===== config.mk =====
export PLATFORM = sky130hd
export DESIGN_NAME = uart_rx
export DESIGN_NICKNAME = d
export VERILOG_FILES = /design/src/rtl/uart_rx.sv
export SDC_FILE = /design/constraint.sdc
export NUM_CORES = 1
export LEC_CHECK = 0
export CORE_ASPECT_RATIO = 1.5
export CORE_MARGIN = 10
export CORE_UTILIZATION = 50
export CTS_BUF_LIST = sky130_fd_sc_hd__clkbuf_8
export DETAILED_ROUTE_END_ITERATION = 8
export MAX_ROUTING_LAYER = met4
export PLACE_DENSITY = 0.78
export SLEW_MARGIN = 20
export SYNTH_ARGS = -nofsm -noshare
export SYNTH_HDL_FRONTEND = slang
export SYNTH_SLANG_ARGS = --single-unit
export TNS_END_PERCENT = 20

===== constraint.sdc =====
create_clock -name clk -period 4.25 [get_ports clk]
set_input_delay 0.425 -clock clk [delete_from_list [all_inputs] [get_ports clk]]
set_output_delay 0.425 -clock clk [all_outputs]
set_load 0.03 [all_outputs]

===== src/rtl/uart_rx.sv =====
// 8N1 UART receiver: 2-flop synchronised input, mid-bit sampling, one-cycle
// valid / frame_err strobes aligned one cycle after the stop-bit sample pulse.
module uart_rx #(
    parameter logic [12:0] T_DIV      = 13'd5207,
    parameter logic [12:0] T_DIV_HALF = 13'd2603
) (
    input  logic       clk,
    input  logic       n_rst,
    input  logic       uart_rxd,
    output logic [7:0] dout,
    output logic       valid,
    output logic       frame_err,
    output logic       clk_rx_en,
    output logic       busy
);

    typedef enum logic [2:0] {IDLE, START, DATA, STOP, BRK} state_t;

    state_t      state_q, state_d;
    logic        sync1_q, rxd_s_q;
    logic [12:0] cnt_q, cnt_d;
    logic [2:0]  idx_q, idx_d;
    logic [7:0]  shift_q, shift_d;
    logic [7:0]  dout_q;
    logic        clk_rx_en_q, ok_q, err_q, valid_q, frame_err_q;
    logic        sample_pt, stop_ok, stop_bad;

    always_ff @(posedge clk or negedge n_rst) begin
        if (!n_rst) begin
            state_q     <= IDLE;
            sync1_q     <= 1'b1;
            rxd_s_q     <= 1'b1;
            cnt_q       <= '0;
            idx_q       <= '0;
            shift_q     <= '0;
            dout_q      <= '0;
            clk_rx_en_q <= 1'b0;
            ok_q        <= 1'b0;
            err_q       <= 1'b0;
            valid_q     <= 1'b0;
            frame_err_q <= 1'b0;
        end else begin
            sync1_q     <= uart_rxd;
            rxd_s_q     <= sync1_q;
            state_q     <= state_d;
            cnt_q       <= cnt_d;
            idx_q       <= idx_d;
            shift_q     <= shift_d;
            clk_rx_en_q <= sample_pt;
            // Stop-bit verdict is delayed one extra stage so the strobe lands
            // in the cycle after the clk_rx_en pulse of the stop sample.
            ok_q        <= stop_ok;
            err_q       <= stop_bad;
            valid_q     <= ok_q;
            frame_err_q <= err_q;
            if (ok_q) begin
                dout_q <= shift_q;
            end
        end
    end

    always_comb begin
        state_d = state_q;
        cnt_d   = cnt_q;
        idx_d   = idx_q;
        shift_d = shift_q;
        case (state_q)
            IDLE: begin
                if (!rxd_s_q) begin
                    state_d = START;
                    cnt_d   = '0;
                end
            end
            START: begin
                if (cnt_q == T_DIV_HALF) begin
                    cnt_d   = '0;
                    idx_d   = '0;
                    state_d = rxd_s_q ? IDLE : DATA;
                end else begin
                    cnt_d = cnt_q + 13'd1;
                end
            end
            DATA: begin
                if (cnt_q == T_DIV) begin
                    shift_d[idx_q] = rxd_s_q;
                    cnt_d          = '0;
                    if (idx_q == 3'd7) begin
                        state_d = STOP;
                    end else begin
                        idx_d = idx_q + 3'd1;
                    end
                end else begin
                    cnt_d = cnt_q + 13'd1;
                end
            end
            STOP: begin
                if (cnt_q == T_DIV) begin
                    cnt_d   = '0;
                    state_d = rxd_s_q ? IDLE : BRK;
                end else begin
                    cnt_d = cnt_q + 13'd1;
                end
            end
            BRK: begin
                // A line held low after a bad stop bit must not start a frame.
                if (rxd_s_q) begin
                    state_d = IDLE;
                end
            end
            default: state_d = IDLE;
        endcase
    end

    always_comb begin
        sample_pt = ((state_q == START) && (cnt_q == T_DIV_HALF)) ||
                    (((state_q == DATA) || (state_q == STOP)) && (cnt_q == T_DIV));
        stop_ok   = (state_q == STOP) && (cnt_q == T_DIV) && rxd_s_q;
        stop_bad  = (state_q == STOP) && (cnt_q == T_DIV) && !rxd_s_q;
        busy      = (state_q != IDLE);
    end

    assign dout      = dout_q;
    assign valid     = valid_q;
    assign frame_err = frame_err_q;
    assign clk_rx_en = clk_rx_en_q;

endmodule


==> metrics.log, run 1 <==
INFO  metric grt_first_pass_wirelength = 6750 um
INFO  metric layout-area-overhead-vs-synth = 12.0%
INFO  metric floorplan.initialDensity = 52.0%
INFO  metric grt_max_degree = 43
INFO  metric cts_sinks = 42
INFO  metric totalNegativeSetupSlack = 0 ps
INFO  metric status = completed
INFO  metric overflow = 0
INFO  metric cts_post_setup_buffers_inserted = 0
INFO  metric mappedNetlistNets = 196
INFO  metric post_synth_instance_area = 2060 um2
INFO  metric timing.reg2reg.setup_slack = 1460 ps
INFO  metric power.total = 0.668 mW
INFO  metric worstHoldPathType = input port to async pin
INFO  metric firstDrtPassIters = 4
INFO  metric crit_fanout = 12
INFO  metric fin_crit_sh = 65.6%
INFO  metric drt_first_iter_violations = 75
INFO  metric holdBufCountCts = 0
INFO  metric worstSetupEndpointType = register
INFO  metric maxSlewViolCount = 0
INFO  metric number_of_antenna_violations_at_the_first_check_in_global_routing = 0
INFO  metric finalNetCount = 209
INFO  metric core_area = 3960 um2
INFO  metric power_dens_cells = 290 nW/um2
INFO  metric first_global_vias = 1,459
INFO  metric rsz0062_at_grt = false
INFO  metric setup.worst_path.start_class = register
INFO  metric tritoncts_clock_tree = built
INFO  metric placement.io_buffers = 14
INFO  metric hold_slack = 256 ps
INFO  metric yosysTopAreaCell = dfrtp_1
INFO  metric worst_ep_required_time = 4430 ps
INFO  metric timing_hold_violations_final = 0
INFO  metric worst-setup-path-type = register to register
INFO  metric dominantRegCellSynth = dfrtp_1
INFO  metric p_leak = 1.10 nW
INFO  metric critical_path_arrival = 2970 ps
INFO  metric ios = 15
INFO  metric share_of_layout_cells_above_drive_strength_1 = 14.3%
INFO  metric cts.reportedPaths.clkPinSlew = 70 ps
INFO  metric synth.cells.most_frequent = dfrtp_1, nand2_1, mux2_2, nor2_1
INFO  metric finalSetupViolations = 0
INFO  metric cts_resized = 0
INFO  metric numCtsBuffers = 5
INFO  metric synth-seq-cells = 42
INFO  metric remaining_max_slew_budget_at_the_tightest_pin = 39.9%
INFO  metric place_inst = 240
INFO  metric fillerInstances = 349
INFO  metric clock.fmax = 359 MHz
INFO  metric seq_area_frac_synth = 51.2%
INFO  metric final_cell_count_no_fill = 248
INFO  metric drt-total-wl = 3780 um
INFO  metric post_synth_main_area_contributors = dfrtp_1, mux2_2, mux2_1
INFO  metric antennaDiodeCount = 0
INFO  metric vdd_ir_drop_max = 0.294 mV
INFO  metric synth.avg_cell_area = 10.9 um2
INFO  metric max_slew.worst_pin.slew = 901 ps
INFO  metric route.antenna.remaining_nets = 0
INFO  metric htreeDepth = 2
INFO  metric dr_total_vias = 1,471
INFO  metric core.rowCount = 28
INFO  metric remaining_drc_errors = 0
INFO  metric synthMostInstantiatedCell = dfrtp_1
INFO  metric clock_insertion_delay_worst_skew = 290 ps
INFO  metric overall_track_demand_over_capacity_in_global_routing = 12.0%
INFO  metric period_needed = 2790 ps
INFO  metric synth_largest_type_area_fraction = 48.6%
INFO  metric dpl.hpwl = 2680 um
INFO  metric die-area = 7140 um2
INFO  metric seq_area = 1050 um2
INFO  metric finish.instance_area = 2310 um2
INFO  metric clk_path_buf_depth = 2
INFO  metric weighted_congestion_at_the_end_of_routability_driven_global_placement = 0.836
INFO  metric synth_enable_flop_cells = 0
INFO  metric fp.dieW = 72.4 um
INFO  metric finClkSkew = 2.69 ps
INFO  metric timing.max_cap.violations = 0
INFO  metric async_set_or_reset_flop_fraction_in_the_synthesized_netlist = 100%
INFO  metric synth_cell_types = 49
INFO  metric placed_area = 2210 um2
INFO  metric routed_via_density = 5.93
INFO  metric wl_per_cell = 15.2 um
INFO  metric height_of_the_chip = 98.6 um
INFO  metric cts_root_buffer = clkbuf_8
INFO  metric synthesis.instances = 189
INFO  metric multiInputGateArea = 943 um2
INFO  metric yosysWarnings = 0
[cells by family (layout without fill, tap and decap cells)]
logic type,count (synthesis),count (layout),synth area share [%]
buf+inv,15,29,3.04
xor+xnor,1,1,0.425
compound gates,43,43,13.9
simple gates,68,68,20.3
flops,42,42,51.2
mux,16,16,8.75
fa+ha+maj,4,4,2.43
[cell usage in the layout, fill, tap and decap left out, drive strengths merged, types with 2 or more instances in the layout]
| cell | n |
|---|---|
| nand3b | 2 |
| dfrtp | 40 |
| a22o | 2 |
| dfstp | 2 |
| and3 | 3 |
| a31oi | 3 |
| nand3 | 6 |
| ha | 4 |
| nor3b | 7 |
| a21oi | 7 |
| nor2 | 9 |
| mux2 | 16 |
| nand2b | 2 |
| o211ai | 2 |
| o22ai | 2 |
| nand2 | 12 |
| or2 | 2 |
| clkdlybuf4s50 | 13 |
| inv | 8 |
| clkbuf | 6 |
| a21o | 8 |
| nor2b | 3 |
| nor3 | 8 |
| or3 | 4 |
| nand4 | 4 |
| o21ai | 12 |
[report_power, final]
group          internal (mW)  switching (mW)  leakage [nW]
Clock                  0.128           0.127        0.0524
Combinational        0.00163         0.00793         0.485
Sequential             0.401         0.00199         0.565
Total                  0.531           0.137          1.10
[critical path, stage by stage, from the launching register on]
cell and delay [ps]:
dfrtp_1 430, ha_1 190, nor3b_1 250, nand4_1 530, a2bb2oi_1 900, nor3_1 110, a211o_1 250
[area by class of cell]
class / count / share of cell area, %
clock buffers: 6 / 3.58
clock inverters: 2 / 0.380
inverters: 7 / 1.14
multi-input cells: 132 / 40.9
flip-flops and latches: 42 / 45.7
well taps: 45 / 2.44
repair buffers: 14 / 5.86
[through the flow]
stage               setup WS, ps  utilization (%)
floorplan                   2270                -
global placement            1580             55.9
detailed placement          1530             55.9
CTS                         1460             58.2
global route                1070             58.2
finish                      1460             58.2
[registers in the layout (all words and copies together), names as in the netlist]
name / cells
err_q: 1
frame_err: 1
sync1_q: 1
dout: 8
ok_q: 1
shift_q: 8
state_q: 3
cnt_q: 13
rxd_s_q: 1
idx_q: 3
valid: 1
clk_rx_en: 1
[routing by layer]
layer  vias up  track usage, %  routed length (um)
li1        713               -                   -
met1       714            11.2                1450
met2        34            21.0                2000
met3        10            4.22                 229
met4         0            5.57                  97
met5         -               -                   0
[worst paths after layout]
check	startpoint	endpoint	cells after the start
setup reg to reg	cnt_q[0]	cnt_q[9]	6
hold / removal	n_rst	valid	1
min in group clk	err_q	frame_err	0
setup / recovery	cnt_q[0]	cnt_q[9]	6
hold reg to reg	err_q	frame_err	0
max in group asynchronous	n_rst	state_q[0]	1
(Power assumes the default switching activity.)
==> run 2: changes to the inputs <==
clock period = 2.9 ns   (was 4.25 ns; I/O delays follow)
==> run 2 against run 1 <==
  * Clock skew rose by 4.5 ps
  * Clock-buffer cell count fell by 1
  * Wire length decreased by 0.66%
  * Via count decreased by 0.48%
  * Flip-flop and latch count unchanged
  * Register-to-register slack got worse by 650 ps
  * Critical path depth is 1 higher
  * Power rose by 56%
  * Sequential power grew 47%
==> metrics.log, run 2 (synthesized netlist as in run 1, its figures left out) <==
INFO  metric timing_hold_violations_final = 0 (unchanged)
INFO  metric grt_max_degree = 43 (unchanged)
INFO  metric internal-power = 0.843 mW (+59%)
INFO  metric combinationalPowerShare = 1.3% (about the same)
INFO  metric overall_track_demand_over_capacity_in_global_routing = 11.4% (-0.54 points)
INFO  metric layout-area-overhead-vs-synth = 13.5%
INFO  metric totalNegativeSetupSlack = 0 ps (unchanged)
INFO  metric final_util = 59.1% (+0.82 points)
INFO  metric finalSetupViolations = 0 (unchanged)
INFO  metric remaining_drc_errors = 0 (unchanged)
INFO  metric cts_resized = 0 (unchanged)
INFO  metric power_switching_share = 19.3% (-1.2 points)
INFO  metric period_needed = 2090 ps (-698 ps)
INFO  metric rsz0062_at_grt = false
INFO  metric cts_root_buffer = clkbuf_8
INFO  metric crit_fanout = 16 (+4)
INFO  metric status = completed
INFO  metric power_dens_cells = 447 nW/um2 (+54%)
INFO  metric worst_path_max_delay_cell = dfrtp_1
INFO  metric die-area = 7140 um2 (unchanged)
INFO  metric fin_crit_sh = 72.0% (+6.5 points)
INFO  metric wl_per_cell = 15.0 um (-1.5%)
INFO  metric crit_path_cell_trace = ha_1 > nor3b_1 > nand4_1 > buf_4 > o2bb2ai_2 > and3_1 > a211o_1
INFO  metric power.switching = 0.202 mW (+47%)
INFO  metric drt-total-wl = 3750 um (-0.66%)
INFO  metric overflow = 0 (unchanged)
INFO  metric vdd_ir_drop_max = 0.422 mV (+43%)
INFO  metric height_of_the_chip = 98.6 um (unchanged)
INFO  metric floorplan.initialDensity = 52.0% (unchanged)
INFO  metric placement.io_buffers = 14 (unchanged)
INFO  metric cp_slowest_stage_delay = 430 ps (-470 ps)
INFO  metric number_of_antenna_violations_at_the_first_check_in_global_routing = 0 (unchanged)
INFO  metric holdBufCountCts = 0 (unchanged)
INFO  metric grt_first_pass_wirelength = 6530 um (-3.3%)
INFO  metric worstHoldPathType = input port to async pin
INFO  metric core_area = 3960 um2 (unchanged)
INFO  metric clk_path_buf_depth = 2 (unchanged)
INFO  metric final_common_cell = dfrtp_1
INFO  metric largest-register = cnt_q
INFO  metric htreeDepth = 2 (unchanged)
INFO  metric first_global_vias = 1,466 (+0.48%)
INFO  metric core.rowCount = 28 (unchanged)
INFO  metric tritoncts_clock_tree = built
INFO  metric worst-setup-path-type = register to register
INFO  metric final_cell_count_no_fill = 250 (+0.81%)
INFO  metric cts_post_setup_buffers_inserted = 0 (unchanged)
INFO  metric fillerInstances = 349 (unchanged)
INFO  metric worst_ep_required_time = 3080 ps (-1350 ps)
INFO  metric worstPathBufferInverterCount = 1 (+1)
INFO  metric p_clk_share = 42.1% (+3.9 points)
INFO  metric largest_register_ff_count = 13 (unchanged)
INFO  metric dr_total_vias = 1,464 (-0.48%)
INFO  metric clock.fmax = 479 MHz (+33%)
INFO  metric place_inst = 242 (+0.83%)
INFO  metric share_of_layout_cells_above_drive_strength_1 = 15.6% (+1.3 points)
INFO  metric fp.dieW = 72.4 um (unchanged)
INFO  metric ios = 15 (unchanged)
INFO  metric antennaDiodeCount = 0 (unchanged)
INFO  metric maxSlewViolCount = 0 (unchanged)
INFO  metric numCtsBuffers = 5 (unchanged)
INFO  metric weighted_congestion_at_the_end_of_routability_driven_global_placement = 0.876 (+4.8%)
INFO  metric routed_via_density = 5.86 (-1.3%)
INFO  metric firstDrtPassIters = 4 (unchanged)
INFO  metric finClkSkew = 7.17 ps (+4.48 ps)
INFO  metric remaining_max_slew_budget_at_the_tightest_pin = 39.4% (-0.55 points)
INFO  metric drt_first_iter_violations = 80 (+6.7%)
INFO  metric cts.reportedPaths.clkPinSlew = 80 ps (about the same)
INFO  metric sequentialPowerShare = 56.5% (-3.8 points)
INFO  metric cts_sinks = 42 (unchanged)
INFO  metric worstSetupEndpointType = register
INFO  metric commonest_cells_after_routing_fill_and_taps_aside = dfrtp_1, clkdlybuf4s50_1, nand2_1, nor2_1, mux2_2
INFO  metric setup.worst_path.start_class = register
INFO  metric max_slew.worst_pin.slew = 910 ps (+8.31 ps)
INFO  metric critical_path_arrival = 2260 ps (-710 ps)
INFO  metric clock_insertion_delay_worst_skew = 290 ps (about the same)
INFO  metric timing.max_cap.violations = 0 (unchanged)
INFO  metric p_leak = 1.12 nW (+1.4%)
INFO  metric cpLargestDelayFamily = simple AND/OR/NAND/NOR gates
INFO  metric route.antenna.remaining_nets = 0 (unchanged)
INFO  metric dpl.hpwl = 2720 um (+1.5%)
INFO  metric finalNetCount = 211 (+0.96%)
-- run 2: cell count changes in the layout (fill, tap and decap cells not counted) --
| cell | change |
|---|---|
| inv_1 | -1 |
| bufinv_16 | +1 |
| clkinv_2 | +1 |
| clkbuf_8 | -1 |
| buf_4 | +2 |
-- run 2: worst paths after layout --
kind	from	endpoint	slack (ps)	cells past startpoint
min in group clk	err_q	frame_err	350	0
max reg2reg	cnt_q[0]	cnt_q[9]	810	7
min	n_rst	shift_q[0]	130	1
min reg2reg	err_q	frame_err	350	0
max in group asynchronous	n_rst	cnt_q[9]	2210	1
max	cnt_q[0]	cnt_q[9]	810	7
-- run 2: area by class of cell --
cell class,instances,area [um2],share of cell area (%)
tap,45,56.3,2.41
inverter,7,26.3,1.12
sequential,42,1050,45.1
multi-input combinational,132,943,40.3
clock buffer,5,68.8,2.94
timing repair buffer,16,150,6.42
clock inverter,3,40.0,1.71
-- run 2: through the flow --
step	hold slack, ps	area [um2]	worst slack (ps)	total power, mW
after CTS	155	2340	810	1.07
after global routing	197	2340	647	1.09
after floorplan	-5.59	2060	916	0.603
final	129	2340	811	1.05
after detailed placement	341	2230	827	0.617
after global placement	335	2230	866	0.617
-- run 2: per-layer routing --
metal | track usage (%) | wire length, um | vias to the layer above
met4 | 3.96 | 52 | 0
met2 | 20.3 | 2050 | 21
met3 | 3.61 | 167 | 5
met1 | 11.3 | 1490 | 719
li1 | - | - | 719
met5 | - | 0 | -
-- run 2: power by group through the flow --
stage	combinational [mW]	sequential, mW	clock, mW
2_1_floorplan	0.00285	0.600	0
3_3_place_gp	0.0147	0.602	0
3_5_place_dp	0.0150	0.602	0
4_1_cts	0.0150	0.591	0.459
5_1_grt	0.0169	0.591	0.480
6_report	0.0140	0.591	0.440
==> run 3: changes to the inputs <==
PLACE_DENSITY = 0.8   (was 0.78)
clock period = 1.9 ns   (was 2.9 ns; I/O delays follow)
==> run 3 against run 2 <==
  * The flow now finishes with violations (setup timing)
  * Critical endpoint is now shift_q[4]
  * Cell count increased by 8.8%
  * Design area increased by 9.8%
  * Global-route usage increased by 1.7 points
  * Clock power increased by 64%
  * Sequential power increased by 52%
  * Sequential share of layout area decreased by 4.0 points
  * Hold slack improved by 170 ps
  * Clock-buffer cell count increased by 1
  * Setup slack got worse by 840 ps
  * Highest routed layer unchanged
  * Via count increased by 9.2%
==> metrics.log, run 3 (synthesized netlist as in run 1, its figures left out) <==
INFO  metric status = finished with violations
INFO  metric failed_checks = setup timing
INFO  metric sequentialPowerShare = 54.7% (-1.8 points)
INFO  metric commonest_cells_after_routing_fill_and_taps_aside = dfrtp_1, buf_4, nand2_1, clkdlybuf4s50_1
INFO  metric worstSetupEndpointType = register
INFO  metric largest-register = cnt_q
INFO  metric hold-path-cell-count = 1
INFO  metric rr_startpoint = cnt_q[1]
INFO  metric wl_met2 = 2300 um (+12%)
INFO  metric setup.worst_path.start_class = register
INFO  metric die-area = 7140 um2 (unchanged)
INFO  metric routed_via_density = 5.88 (+0.39%)
INFO  metric p_leak = 1.23 nW (+10%)
INFO  metric antennaDiodeCount = 0 (unchanged)
INFO  metric grt_max_degree = 43 (unchanged)
INFO  metric number_of_antenna_violations_at_the_first_check_in_global_routing = 0 (unchanged)
INFO  metric overall_track_demand_over_capacity_in_global_routing = 13.2% (+1.7 points)
INFO  metric final_common_cell = dfrtp_1
INFO  metric largest_register_ff_count = 13 (unchanged)
INFO  metric min_to = sync1_q
INFO  metric worst_r2r_path_depth = 6 (-1)
INFO  metric wl_met3 = 213 um (+28%)
INFO  metric power.switching = 0.323 mW (+60%)
INFO  metric timing.max_cap.violations = 0 (unchanged)
INFO  metric worst_ep_required_time = 2090 ps (-990 ps)
INFO  metric timing_hold_violations_final = 0 (unchanged)
INFO  metric power_dens_cells = 641 nW/um2 (+43%)
INFO  metric overflow = 0 (unchanged)
INFO  metric placement.io_buffers = 14 (unchanged)
INFO  metric final_cell_count_no_fill = 272 (+8.8%)
INFO  metric height_of_the_chip = 98.6 um (unchanged)
INFO  metric finClkSkew = 4.57 ps (-2.61 ps)
INFO  metric route.antenna.remaining_nets = 0 (unchanged)
INFO  metric remaining_max_slew_budget_at_the_tightest_pin = 64.4% (+25 points)
INFO  metric share_of_layout_cells_above_drive_strength_1 = 26.0% (+10 points)
INFO  metric crit_path_cell_trace = ha_2 > nor3b_4 > nand4_1 > or3_4 > nor3b_4 > mux2_4
INFO  metric max_slew.worst_pin.slew = 533 ps (-376 ps)
INFO  metric cp_slowest_stage_delay = 400 ps (-30 ps)
INFO  metric p_clk_share = 43.7% (+1.6 points)
INFO  metric fin_crit_sh = 101% (+29 points)
INFO  metric worst-setup-path-type = register to register
INFO  metric layout-area-overhead-vs-synth = 24.7%
INFO  metric vdd_ir_drop_max = 0.499 mV (+18%)
INFO  metric timing.reg2reg.setup_slack = -30 ps (-840 ps)
INFO  metric clock.fmax = 519 MHz (+8.3%)
INFO  metric clk_path_buf_depth = 2 (unchanged)
INFO  metric placed_area = 2380 um2 (+7.0%)
INFO  metric timing.final.ws_setup = -28.2 ps (-840 ps)
INFO  metric combinationalPowerShare = 1.5% (+0.2 points)
INFO  metric firstDrtPassIters = 4 (unchanged)
INFO  metric drt-total-wl = 4240 um (+13%)
INFO  metric fp.dieW = 72.4 um (unchanged)
INFO  metric crit-reg2reg-capture = shift_q[4]
INFO  metric cts_sinks = 42 (unchanged)
INFO  metric finalSetupViolations = 7 (+7)
INFO  metric timing.hold.worst.start = uart_rxd
INFO  metric place_inst = 262 (+8.3%)
INFO  metric remaining_drc_errors = 0 (unchanged)
INFO  metric grt_first_pass_wirelength = 7530 um (+15%)
INFO  metric wl_per_cell = 15.6 um (+3.7%)
INFO  metric dpl.hpwl = 3140 um (+15%)
INFO  metric period_needed = 1930 ps (-160 ps)
INFO  metric worst_path_max_delay_cell = or3_4
INFO  metric first_global_vias = 1,664 (+14%)
INFO  metric internal-power = 1.32 mW (+57%)
INFO  metric dr_total_vias = 1,599 (+9.2%)
INFO  metric htreeDepth = 2 (unchanged)
INFO  metric critical_path_arrival = 2120 ps (-140 ps)
INFO  metric core_area = 3960 um2 (unchanged)
INFO  metric maxSlewViolCount = 0 (unchanged)
INFO  metric power_switching_share = 19.6% (+0.31 points)
INFO  metric finish.instance_area = 2570 um2 (+9.8%)
INFO  metric critical-path-top-cell-by-count = nor3b_4
INFO  metric tritoncts_clock_tree = built
INFO  metric finalNetCount = 234 (+11%)
INFO  metric core.rowCount = 28 (unchanged)
INFO  metric worstHoldPathType = input port to register
INFO  metric drt_first_iter_violations = 98 (+23%)
INFO  metric clock_insertion_delay_worst_skew = 300 ps (about the same)
INFO  metric ios = 15 (unchanged)
INFO  metric highest_layer = met4
INFO  metric crit_fanout = 4 (-12)
INFO  metric numCtsBuffers = 5 (unchanged)
INFO  metric fillerInstances = 334 (-4.3%)
INFO  metric weighted_congestion_at_the_end_of_routability_driven_global_placement = 0.904 (+3.2%)
INFO  metric wl_met1 = 1600 um (+7.5%)
INFO  metric rsz0062_at_grt = true
INFO  metric floorplan.initialDensity = 52.0% (unchanged)
INFO  metric cts_root_buffer = clkbuf_8
INFO  metric dp_slack = -84.3 ps (-911 ps)
INFO  metric cts.reportedPaths.clkPinSlew = 80 ps (about the same)
[run 3: metal layers]
metal  up-vias  GRT usage (%)
li1        768              -
met1       785           12.1
met2        33           24.0
met3        13           4.02
met4         0           5.57
met5         -              -
[run 3: final cells by class]
| class | instances | area [um2] | area share [%] |
|---|---|---|---|
| clock inverters | 1 | 30.0 | 1.17 |
| inverters | 7 | 26.3 | 1.02 |
| multi-input cells | 132 | 995 | 38.7 |
| repair buffers | 39 | 324 | 12.6 |
| well taps | 45 | 56.3 | 2.19 |
| clock buffers | 6 | 82.6 | 3.22 |
| flip-flops and latches | 42 | 1050 | 41.0 |
[run 3: worst max-delay path, delay by kind of cell (launching register included)]
kind | cells | cell delay (ps)
DFF | 1 | 360
and+or+nand+nor | 4 | 940
adders and majority gates | 1 | 190
muxes | 1 | 310
[run 3: per-stage QoR]
stage	total power [mW]	setup TNS, ps	hold WS (ps)	util [%]
2_1_floorplan	0.920	-15.2	-106	-
3_3_place_gp	0.943	0	285	60.2
3_5_place_dp	0.944	-170	295	60.2
4_1_cts	1.66	-68.4	286	63.8
5_1_grt	1.70	-2050	288	64.9
6_report	1.65	-100	297	64.9
[run 3: power groups by stage]
stage	registers, mW	clock network, mW	logic (mW)
after CTS	0.901	0.736	0.0268
after detailed placement	0.919	0	0.0252
after floorplan	0.916	0	0.00434
after global placement	0.919	0	0.0245
after global routing	0.902	0.771	0.0299
final	0.901	0.720	0.0254
[run 3: worst max-delay path by stage]
stage / from / endpoint / slack [ps] / cells past startpoint
floorplan: cnt_q[0] / shift_q[4] / -20 / 6
global placement: cnt_q[0] / shift_q[4] / 6 / 6
detailed placement: cnt_q[1] / shift_q[4] / -80 / 6
CTS: cnt_q[1] / shift_q[4] / -30 / 6
global route: cnt_q[1] / shift_q[7] / -180 / 7
finish: cnt_q[1] / shift_q[4] / -30 / 6
[run 3: what timing repair did]
action | 4_1_cts | 5_1_grt
hold buffers | 1 | 0
endpoints found under the hold margin | 40 | 0
pin swaps | 3 | 1
setup endpoints to repair | 10 | 24
setup buffers | 1 | 1
gates resized for setup | 2 | 8
cloned | 0 | 0
